## src/rtl/mem_arbiter_pkg.sv

```systemverilog
// mem_arbiter_pkg: shared constants and types for the BRAM port arbiter.
//   - default address/data widths
//   - arbiter FSM state encoding
//   - owner IDs for the two requesters (fetch, data)
package mem_arbiter_pkg;

   localparam int unsigned AddrWDefault = 14;
   localparam int unsigned DataWDefault = 32;

   typedef enum logic [1:0] {
      StIdle = 2'd0,
      StMem  = 2'd1,
      StResp = 2'd2
   } marb_state_e;

   localparam logic OwnIf = 1'b0;
   localparam logic OwnD  = 1'b1;

   // Bit 0 = fetch, bit 1 = data.
   function automatic logic [1:0] own_onehot(input logic own);
      return (own == OwnD) ? 2'b10 : 2'b01;
   endfunction

endpackage

```

## src/rtl/mem_arbiter_rr_arb2.sv

```systemverilog
// mem_arbiter_rr_arb2: 2-way round-robin arbiter with last-winner pointer.
//   i_clk  clock
//   i_rst  synchronous active-high reset; pointer favours fetch afterwards
//   i_en   grants may only be issued while high
//   i_req  request vector (bit 0 = fetch, bit 1 = data)
//   o_gnt  one-hot combinational grant
module mem_arbiter_rr_arb2
   import mem_arbiter_pkg::*;
(
   input  logic       i_clk,
   input  logic       i_rst,
   input  logic       i_en,
   input  logic [1:0] i_req,
   output logic [1:0] o_gnt
);

   logic last_q, last_d;

   always_comb begin
      o_gnt  = 2'b00;
      last_d = last_q;
      if (i_en) begin
         case (i_req)
            2'b01:   o_gnt = 2'b01;
            2'b10:   o_gnt = 2'b10;
            // Tie: the port that did not win last time wins now.
            2'b11:   o_gnt = (last_q == OwnD) ? 2'b01 : 2'b10;
            default: o_gnt = 2'b00;
         endcase
      end
      if (o_gnt != 2'b00) begin
         last_d = o_gnt[1];
      end
   end

   // Reset value "data won last" makes fetch win the first tie.
   always_ff @(posedge i_clk) begin
      if (i_rst) begin
         last_q <= OwnD;
      end else begin
         last_q <= last_d;
      end
   end

endmodule

```

## src/rtl/mem_arbiter.sv

```systemverilog
// mem_arbiter: shares one word-addressed BRAM port between instruction fetch
// and data load/store, one access at a time, with round-robin fairness.
//   i_clk, i_rst                      clock, synchronous active-high reset
//   i_if_req/i_if_addr                fetch read request (held until gnt)
//   o_if_gnt/o_if_rvalid/o_if_rdata   fetch accept pulse, data valid, data
//   i_d_req/i_d_we/i_d_addr/
//   i_d_wdata/i_d_wstrb               data request (held until gnt)
//   o_d_gnt/o_d_rvalid/o_d_rdata      data accept, completion, read data
//   o_mem_en/we/wstrb/addr/wdata      registered BRAM command
//   i_mem_rdata                       BRAM read data, one cycle after o_mem_en
// Timing: gnt at T, o_mem_en at T+1, rvalid at T+2; RESP overlaps next grant.
module mem_arbiter
   import mem_arbiter_pkg::*;
#(
   parameter int unsigned ADDR_W = AddrWDefault,
   parameter int unsigned DATA_W = DataWDefault
) (
   input  logic                i_clk,
   input  logic                i_rst,
   input  logic                i_if_req,
   input  logic [ADDR_W-1:0]   i_if_addr,
   output logic                o_if_gnt,
   output logic                o_if_rvalid,
   output logic [DATA_W-1:0]   o_if_rdata,
   input  logic                i_d_req,
   input  logic                i_d_we,
   input  logic [ADDR_W-1:0]   i_d_addr,
   input  logic [DATA_W-1:0]   i_d_wdata,
   input  logic [DATA_W/8-1:0] i_d_wstrb,
   output logic                o_d_gnt,
   output logic                o_d_rvalid,
   output logic [DATA_W-1:0]   o_d_rdata,
   output logic                o_mem_en,
   output logic                o_mem_we,
   output logic [DATA_W/8-1:0] o_mem_wstrb,
   output logic [ADDR_W-1:0]   o_mem_addr,
   output logic [DATA_W-1:0]   o_mem_wdata,
   input  logic [DATA_W-1:0]   i_mem_rdata
);

   marb_state_e state_q, state_d;
   logic        owner_q, owner_d;
   logic        wr_q, wr_d;

   logic                mem_en_q, mem_en_d;
   logic                mem_we_q, mem_we_d;
   logic [DATA_W/8-1:0] mem_wstrb_q, mem_wstrb_d;
   logic [ADDR_W-1:0]   mem_addr_q, mem_addr_d;
   logic [DATA_W-1:0]   mem_wdata_q, mem_wdata_d;

   logic [1:0] req_mask;
   logic [1:0] req_vec;
   logic [1:0] gnt;
   logic       arb_en;
   logic       resp;

   // The owner of the completing access is still in flight during RESP.
   assign req_mask = (state_q == StResp) ? own_onehot(owner_q) : 2'b00;
   assign req_vec  = {i_d_req, i_if_req} & ~req_mask;
   assign arb_en   = !i_rst && (state_q != StMem);

   mem_arbiter_rr_arb2 u_rr_arb2 (
      .i_clk (i_clk),
      .i_rst (i_rst),
      .i_en  (arb_en),
      .i_req (req_vec),
      .o_gnt (gnt)
   );

   always_comb begin
      state_d     = state_q;
      owner_d     = owner_q;
      wr_d        = wr_q;
      mem_en_d    = 1'b0;
      mem_we_d    = 1'b0;
      mem_wstrb_d = '0;
      mem_addr_d  = mem_addr_q;
      mem_wdata_d = mem_wdata_q;
      case (state_q)
         StIdle, StResp: begin
            if (gnt[1]) begin
               state_d     = StMem;
               owner_d     = OwnD;
               wr_d        = i_d_we;
               mem_en_d    = 1'b1;
               mem_we_d    = i_d_we;
               mem_wstrb_d = i_d_we ? i_d_wstrb : '0;
               mem_addr_d  = i_d_addr;
               mem_wdata_d = i_d_wdata;
            end else if (gnt[0]) begin
               state_d     = StMem;
               owner_d     = OwnIf;
               wr_d        = 1'b0;
               mem_en_d    = 1'b1;
               mem_addr_d  = i_if_addr;
               mem_wdata_d = '0;
            end else begin
               state_d = StIdle;
            end
         end
         StMem:   state_d = StResp;
         default: state_d = StIdle;
      endcase
   end

   always_ff @(posedge i_clk) begin
      if (i_rst) begin
         state_q     <= StIdle;
         owner_q     <= OwnIf;
         wr_q        <= 1'b0;
         mem_en_q    <= 1'b0;
         mem_we_q    <= 1'b0;
         mem_wstrb_q <= '0;
         mem_addr_q  <= '0;
         mem_wdata_q <= '0;
      end else begin
         state_q     <= state_d;
         owner_q     <= owner_d;
         wr_q        <= wr_d;
         mem_en_q    <= mem_en_d;
         mem_we_q    <= mem_we_d;
         mem_wstrb_q <= mem_wstrb_d;
         mem_addr_q  <= mem_addr_d;
         mem_wdata_q <= mem_wdata_d;
      end
   end

   assign resp = (state_q == StResp);

   assign o_if_gnt    = gnt[0];
   assign o_d_gnt     = gnt[1];
   assign o_if_rvalid = resp && (owner_q == OwnIf);
   assign o_d_rvalid  = resp && (owner_q == OwnD);
   assign o_if_rdata  = o_if_rvalid ? i_mem_rdata : '0;
   assign o_d_rdata   = (o_d_rvalid && !wr_q) ? i_mem_rdata : '0;

   assign o_mem_en    = mem_en_q;
   assign o_mem_we    = mem_we_q;
   assign o_mem_wstrb = mem_wstrb_q;
   assign o_mem_addr  = mem_addr_q;
   assign o_mem_wdata = mem_wdata_q;

endmodule

```

## config.mk

```make
export PLATFORM = sky130hd
export DESIGN_NAME = mem_arbiter
export DESIGN_NICKNAME = d
export VERILOG_FILES = /design/src/rtl/mem_arbiter_pkg.sv /design/src/rtl/mem_arbiter_rr_arb2.sv /design/src/rtl/mem_arbiter.sv
export SDC_FILE = /design/constraint.sdc
export NUM_CORES = 1
export LEC_CHECK = 0
export ABC_AREA = 1
export CAP_MARGIN = 25
export CORE_ASPECT_RATIO = 1.5
export CORE_MARGIN = 2
export CORE_UTILIZATION = 30
export DETAILED_ROUTE_END_ITERATION = 12
export PLACE_DENSITY = 0.74
export RECOVER_POWER = 50
export SKIP_LAST_GASP = 1
export SYNTH_ARGS = -nofsm -noshare
export SYNTH_HDL_FRONTEND = slang
export SYNTH_SLANG_ARGS = --single-unit
export TNS_END_PERCENT = 20
```

## constraint.sdc

```tcl
create_clock -name i_clk -period 2.4 [get_ports i_clk]
set_input_delay 0.36 -clock i_clk [delete_from_list [all_inputs] [get_ports i_clk]]
set_output_delay 0.36 -clock i_clk [all_outputs]
set_load 0.005 [all_outputs]
```

After elaboration in Yosys (flattened, before gate mapping):

Cells that the tools add are included.

* register bits after elaboration: 57
* input bits: 101

* equality and inequality tests: 6
* multiplexer cells: 19
* bitwise logic cells: 6
* reduce and logical (&&, ||, !) cells: 13

Operators by type and width (number)
* 2-to-1 mux 32 bit: 4
* 2-to-1 mux 14 bit: 2
* 2-to-1 mux 2 bit: 4
* 2-to-1 mux 1 bit: 7
* equality test 2 bit (second input constant): 3
* one-hot mux 2 bit (3 select lines): 1
* equality test 2 x 1 -> 1 bit (second input constant): 2
* logical AND 1 bit: 4
* NOT 1 bit: 4
* one-hot mux 2 bit (2 select lines): 1
* OR reduction 2 bit: 2
* OR reduction 4 bit: 1
* OR reduction 3 bit: 1
* bitwise AND 2 bit: 1
* logical NOT 1 bit: 2
* logical NOT 2 bit: 1
* != test 2 x 1 -> 1 bit (second input constant): 1
* NOT 2 bit: 1
* AND reduction 2 bit: 1
* nonzero test 2 bit: 1

Longest topological paths before layout:

Gate-level depths: netlist of run 1.

* word-level depth: 10
* gate-level depth with buffers: 10
* depth with buffers taken out: 9

Hierarchy:

From an unflattened synthesis of run 1, not the netlist that was laid out.

* cell total of the unflattened synthesis: 422
* area total of the unflattened synthesis: 2880.3 sq um

Modules (own cells, without submodules)
* mem_arbiter: instances 1, cells an instance 410, area an instance 2808.9 sq um, seq. area each 1121.1 sq um
* mem_arbiter_rr_arb2: instances 1, cells an instance 12, area an instance 71.3 sq um, seq. area each 20.0 sq um

Worst setup path before layout of run 1:

No wires, ideal clock.

* path type: register to output
* start point: register state_q[0]
* end point: output port o_d_rdata[10]
* arrival: 1.265 ns
* setup slack: 0.775 ns
* stages on the path, launching flop included: 7
* path through: dfxtp_1 -> inv_2 -> nand3_2 -> or2_2 -> clkbuf_1 -> buf_2 -> nor2_1

* cells in the longest elaborated chain, start to end: 4

RTL lines
* from (decl): line mem_arbiter.sv:41 `marb_state_e state_q, state_d;`
* from (signal assigned): line mem_arbiter.sv:108 `state_q <= StIdle;`
* from (signal assigned): line mem_arbiter.sv:117 `state_q <= state_d;`
* equality test 2 bit: line mem_arbiter.sv:128 `assign resp = (state_q == StResp);`
* logical AND 1 bit: line mem_arbiter.sv:133 `assign o_d_rvalid = resp && (owner_q == OwnD);`
* logical AND 1 bit: line mem_arbiter.sv:135 `assign o_d_rdata = (o_d_rvalid && !wr_q) ? i_mem_rdata : '0;`
* 2-to-1 mux 32 bit: line mem_arbiter.sv:135
* to (decl): line mem_arbiter.sv:32 `output logic [DATA_W-1:0] o_d_rdata,`

Every way passes these cells.

Worst setup path in the final report of run 1:

* start point: register state_q[0]
* end point: output port o_if_rdata[8]

* cells in the longest elaborated chain, start to end: 3

RTL lines
* equality test 2 bit: line mem_arbiter.sv:128
* logical AND 1 bit: line mem_arbiter.sv:132 `assign o_if_rvalid = resp && (owner_q == OwnIf);`
* 2-to-1 mux 32 bit: line mem_arbiter.sv:134 `assign o_if_rdata = o_if_rvalid ? i_mem_rdata : '0;`
* to (decl): line mem_arbiter.sv:24 `output logic [DATA_W-1:0] o_if_rdata,`

Every way passes these cells.

==> flow_summary.yaml, run 1 <==
status:
  status: "finished, final reports clean"
die:
  core_area_um2: 9200
  start_util_pct: 30.50
  num_io_pins: 221
  die_w_um: 82.97
  die_area_um2: 10160
  die_h_um: 122.5
  num_rows: 43
route:
  via_per_inst: 4.505
  initialDrtViolationCount: 82
  drc: 0
  wl_met2_mm: 5.366
  m1WireLength_mm: 3.962
  wl_mm: 10.66
  route.met3.wl_mm: 1.035
  via_count: 3437
  wl_per_cell_um: 13.97
  ant_nets: 0
  first_pass_iters: 4
  highest_layer: "met4"
clock_tree:
  numCtsBuffers: 9
  clk_pin_slew_ns: 0.05
  cts_htree_levels: 3
  cts_buffer_depth: 2
  root_buffer: "clkbuf_16"
  cts.sink_count: 57
  tritoncts: "yes"
  clk_latency_ns: 0.32
synth:
  synth_flop_cell: "dfxtp_1"
  synth_area_um2: 2806
  yosysWarnings: 0
  synthesis.nets: 530
  synthArstFlopShare_pct: 0
  netlist_instances: 429
  yosysTopAreaCellShare_pct: 40.66
  synth.distinct_cells: 24
  yosysSeqAreaShare_pct: 40.66
  synth_top_area_cell: "dfxtp_1"
  yosys-top-cells-area: "dfxtp_1 (41%), nand2_1 (14%), nor2_1 (13%), inv_1 (7.9%), nand3_1 (5.5%)"
  synth-edff-count: 0
  yosys_register_bits: 57
  syn_avg_cell_area_um2: 6.542
  yosys.cell_count.top_type: "nand2_1"
  synth.top_cells.by_count: "nand2_1 (106), nor2_1 (96), inv_1 (59)"
sta:
  fin_crit_ns: 2.317
  worst_pin_slew_ns: 0.9111
  drv_slew: 0
  fin_tns_setup_ns: 0
  finalSetupViolations: 0
  rsz0062_at_grt: "yes"
  fin_skew_ns: 0.006772
  fin_crit_sh_pct: 96.55
  fin_hold_ws_ns: 0.4533
  hold_viol: 0
  maxSlewHeadroom_pct: 39.26
  max_freq_ghz: 0.4316
placement:
  portBuffers: 220
  place_inst: 743
  gp_congestion: 0.9280
  place_hpwl_mm: 8.299
pwr:
  p_leak_nw: 2.710
  ir_worst_vdd_mv: 0.6440
  power.total_w: 0.003023
  p_per_area_nw_per_um2: 554.9
hold_path:
  hold_path_end: "o_mem_wdata[4]$_SDFFE_PP0P_"
  hp-start: "o_mem_wdata[4]$_SDFFE_PP0P_"
  hold_depth: 2
  worstHoldPathType: "flop to flop"
critical_path:
  worstSetupStartpoint: "state_q[0]$_SDFF_PP0_"
  r2r_end: "o_mem_wstrb[0]$_SDFF_PP0_"
  regToRegSetupSlack_ns: 0.20
  rr_worst_depth: 9
  timing.rr.start: "state_q[0]$_SDFF_PP0_"
  worst_setup_path_start_kind: "flop"
  cp.arrival_ns: 1.96
  worstPathRequired_ns: 2.04
  crit_type: "flop to output port"
  end_kind: "output port"
  crit_path_max_fanout: 9
global_routing:
  grt_max_degree: 65
  grt_pass1_vias: 3318
  grt_pass1_wl_mm: 16.23
  antenna_found_initial: 0
  gr-total-overflow: 0
  globalRouteTotalUtil_pct: 20.36
layout:
  final_cells: 763
  syn2layout_area_growth_pct: 94.16
  antennaDiodeCount: 0
  post-route-util_pct: 59.23
  layout-drive-gt1-share_pct: 6.759
  finalNetCount: 747
run:
  cap_viol_max_count: 0
critical path, stage by stage, from the launching register on:
cell and delay [ns]:
dfxtp_2 0.35, inv_2 0.08, buf_4 0.16, nand3_4 0.14, buf_4 0.19, nor2_1 0.15
clkdlybuf4s50_1 0.57
cell usage in the layout, fill, tap and decap left out, drive strengths merged:
cell / n
nor2: 98
clkdlybuf4s50: 162
nand3: 34
nand4: 17
nand2: 110
clkinv: 3
bufinv: 2
clkbuf: 13
inv: 60
a21oi: 19
dfxtp: 57
or2: 1
dlygate4sd3: 52
o21ai: 2
dlymetal6s2s: 6
nor3: 3
buf: 12
area by class of cell:
type | instances | area (um^2)
sequential | 57 | 1142
multi-input combinational | 284 | 1305
fill | 873 | 3751
inverter | 60 | 225.2
tap | 112 | 140.1
clock buffer | 11 | 242.7
clock inverter | 5 | 78.83
timing repair buffer | 234 | 2315
cells by family (layout without fill, tap and decap cells):
| group | count (synthesis) | after routing | share of synthesized area (%) |
|---|---|---|---|
| and+or+nand+nor | 263 | 263 | 41.86 |
| buffers and inverters | 88 | 310 | 13.20 |
| DFF | 57 | 57 | 40.66 |
| AOI/OAI and AO/OA | 21 | 21 | 4.280 |
worst max-delay path by stage:
stage / cells past startpoint / to / slack, ns
after floorplan: 6 / o_d_rdata[10] / 0.77
after global placement: 6 / o_d_rdata[25] / 0.21
after detailed placement: 6 / o_d_rdata[25] / 0.15
after CTS: 6 / o_if_gnt / -0.03
after global routing: 6 / o_if_rdata[8] / -0.03
final: 6 / o_if_rdata[8] / 0.08
metal layers:
| metal | track usage (%) | up-vias |
|---|---|---|
| li1 | - | 1737 |
| met1 | 20.48 | 1518 |
| met2 | 36.49 | 167 |
| met3 | 8.742 | 15 |
| met4 | 9.119 | 0 |
| met5 | 0 | - |
flip-flops by register name (all words and copies together) (netlist names):
signal	flops
wr_q	1
o_mem_en	1
o_mem_wdata	32
o_mem_we	1
owner_q	1
u_rr_arb2.last_q	1
o_mem_addr	14
o_mem_wstrb	4
state_q	2
stage by stage:
step | setup WS [ns] | instance area [um^2]
after floorplan | 0.7749 | 2806
after global placement | 0.2055 | 5079
after detailed placement | 0.1488 | 5079
after CTS | -0.03329 | 5433
after global routing | -0.03081 | 5449
final | 0.08286 | 5449
power by group:
part / internal (W) / total, W / switching [W]
clock: 0.000933 / 0.00135 / 0.000417
combinational: 0.000338 / 0.000631 / 0.000292
sequential: 0.00101 / 0.00104 / 0.0000314
total: 0.00228 / 0.00302 / 0.000741
what timing repair did:
item,CTS,global route
buffers inserted,4,0
hold buffers,0,0
endpoints found under the setup margin,37,47
gates resized for setup,1,10
pin swaps,2,2
Note: power is estimated with default switching activity, not from simulation.
==> run 2: changes to the inputs <==
--- a/config.mk
+++ b/config.mk
@@ -10,6 +10,7 @@
 export CORE_ASPECT_RATIO = 1.5
 export CORE_MARGIN = 2
 export CORE_UTILIZATION = 30
+export CTS_CLUSTER_SIZE = 16
 export DETAILED_ROUTE_END_ITERATION = 12
 export PLACE_DENSITY = 0.74
 export RECOVER_POWER = 50
==> results of run 2 <==
Same layout as run 1: the final DEF is identical, and so are final timing and power.
==> variant: new RTL, config.mk and constraints of run 2 <==
Encoding of `marb_state_e`: now one-hot (3 bits for 3 states).
--- a/src/rtl/mem_arbiter_pkg.sv
+++ b/src/rtl/mem_arbiter_pkg.sv
@@ -7,10 +7,10 @@
    localparam int unsigned AddrWDefault = 14;
    localparam int unsigned DataWDefault = 32;
 
-   typedef enum logic [1:0] {
-      StIdle = 2'd0,
-      StMem  = 2'd1,
-      StResp = 2'd2
+   typedef enum logic [2:0] {
+      StIdle = 3'b001,
+      StMem  = 3'b010,
+      StResp = 3'b100
    } marb_state_e;
 
    localparam logic OwnIf = 1'b0;
Behaviour: no difference found for any inputs over 10 cycles, from zero or initial values and one cycle with i_rst high; not proved beyond that.
==> variant against run 2 <==
Power shrank 1.0%; clock skew shrank 3.0 ps; sequential cell count grew 1; sequential share of layout area grew 0.36 points; cell area hardly changed; critical path depth is 1 lower; synthesized area is 4.1% higher; final cell count increased by 1.2%; clock power shrank 5%; wire length fell by 0.39%; worst setup slack improved by 6.2 ps.
==> variant: results (changes against run 2) <==
[timing]
relSlewSlack=0.509  ; +0.117
fin_skew_ps=3.82  ; -2.95 ps

[run_status]
status=finished, final reports clean

[placed_design]
dp_hpwl_um=7760  ; -6.5%
place.gp.congestion=0.799  ; -14%

[yosys]
ys_seq_area_frac=0.398  ; -0.00900
yosysUniqueCellTypes=24  ; unchanged
synth_commonest_cells=98 x nor2_1, 93 x nand2_1, 58 x dfxtp_1
yosys-top-cells-area=dfxtp_1 40%, nor2_1 13%, nand2_1 12%
synth_nets=541  ; +2.1%
async_flop_share=0  ; unchanged
synth_ff_type=dfxtp_1

[power]
worst_ir_drop_vdd_mv=0.496  ; -23%
leakage_uw=0.00250  ; -7.6%

[global_routing]
grt_start_max_net_pins=47  ; -28%
grt_pass1_vias=3454  ; +4.1%
grtUsageTotal=0.195  ; -0.00889
grt_pass1_wl_um=16800  ; +3.3%

[critical_path]
critPathLaunch=state_q[1]
crit_fanout=16  ; +7

[final_layout]
drive_gt1_frac=0.0639  ; -0.00366
final_nets=753  ; +0.80%
nFillCells=890  ; +1.9%

[clock_tree]
cts_max_level=3  ; unchanged
clk_latency_ps=320  ; about the same
numCtsBuffers=9  ; unchanged
path_clk_slew_ps=50  ; about the same

[routing]
drt-initial-drc-count=121  ; +48%
drtPass1Iterations=4  ; unchanged
vias_per_cell=4.61  ; +2.4%
wl_per_cell_um=13.8  ; -1.6%

[worst_hold_path]
hp-start=o_mem_wdata[2]

[floorplan]
start_util=0.305  ; about the same

-- variant: per-layer routing --
layer | share of wire | track usage
met2 | 0.52 | 0.355
met3 | 0.091 | 0.0636
met4 | 0.027 | 0.0644
met1 | 0.36 | 0.207
met5 | 0 | 0
-- variant: cells by family (layout without fill, tap and decap cells) --
family                 count (synthesis)  count (layout)  synth area share
buffers and inverters                 92             307             0.153
flip-flops                            58              58             0.398
AND/OR/NAND/NOR                      254             256             0.385
AO/OA/AOI/OAI                         36              36            0.0643
-- variant: final cells by class --
class	instances	share of cell area
clock buffers	11	0.0464
clock inverters	5	0.00965
inverters	60	0.0416
multi-input cells	292	0.245
flip-flops and latches	58	0.213
well taps	115	0.0264
repair buffers	231	0.418
-- variant: through the flow --
stage / cells / worst slack (ps) / util / area, um^2
floorplan: 440 / 808 / - / 2920
global placement: 753 / 214 / 0.535 / 5120
detailed placement: 753 / 188 / 0.535 / 5120
CTS: 769 / 33.8 / 0.567 / 5430
global route: 772 / -9.38 / 0.568 / 5440
finish: 772 / 89.0 / 0.568 / 5440
-- variant: what timing repair did --
item                                    CTS  global route
gates resized for setup                   1             3
pin swaps                                 0             2
endpoints found under the hold margin     0             0
setup buffers                             0             1
endpoints found under the setup margin   32            31
gates cloned                              0             2
-- variant: path summary, 6_finish.rpt --
kind              cells after the start  slack, ps              to
setup / recovery                      5         90    o_d_rdata[3]
hold / removal                        2        460  o_mem_wdata[2]
setup reg to reg                     10        450   o_mem_addr[5]
hold reg to reg                       2        460  o_mem_wdata[2]
-- variant: critical path, cell delays in order, from the launching register on --
cell             delay (ps)
dfxtp_1                 360
nor2_4                  170
nand3_4                 120
or2_4                   350
nor2_1                  120
clkdlybuf4s50_1         500
-- variant: power breakdown --
group | internal (uW) | total, uW | switching [uW]
sequential | 1030 | 1070 | 37.7
combinational | 320 | 642 | 322
clock | 853 | 1280 | 427
total | 2210 | 2990 | 787
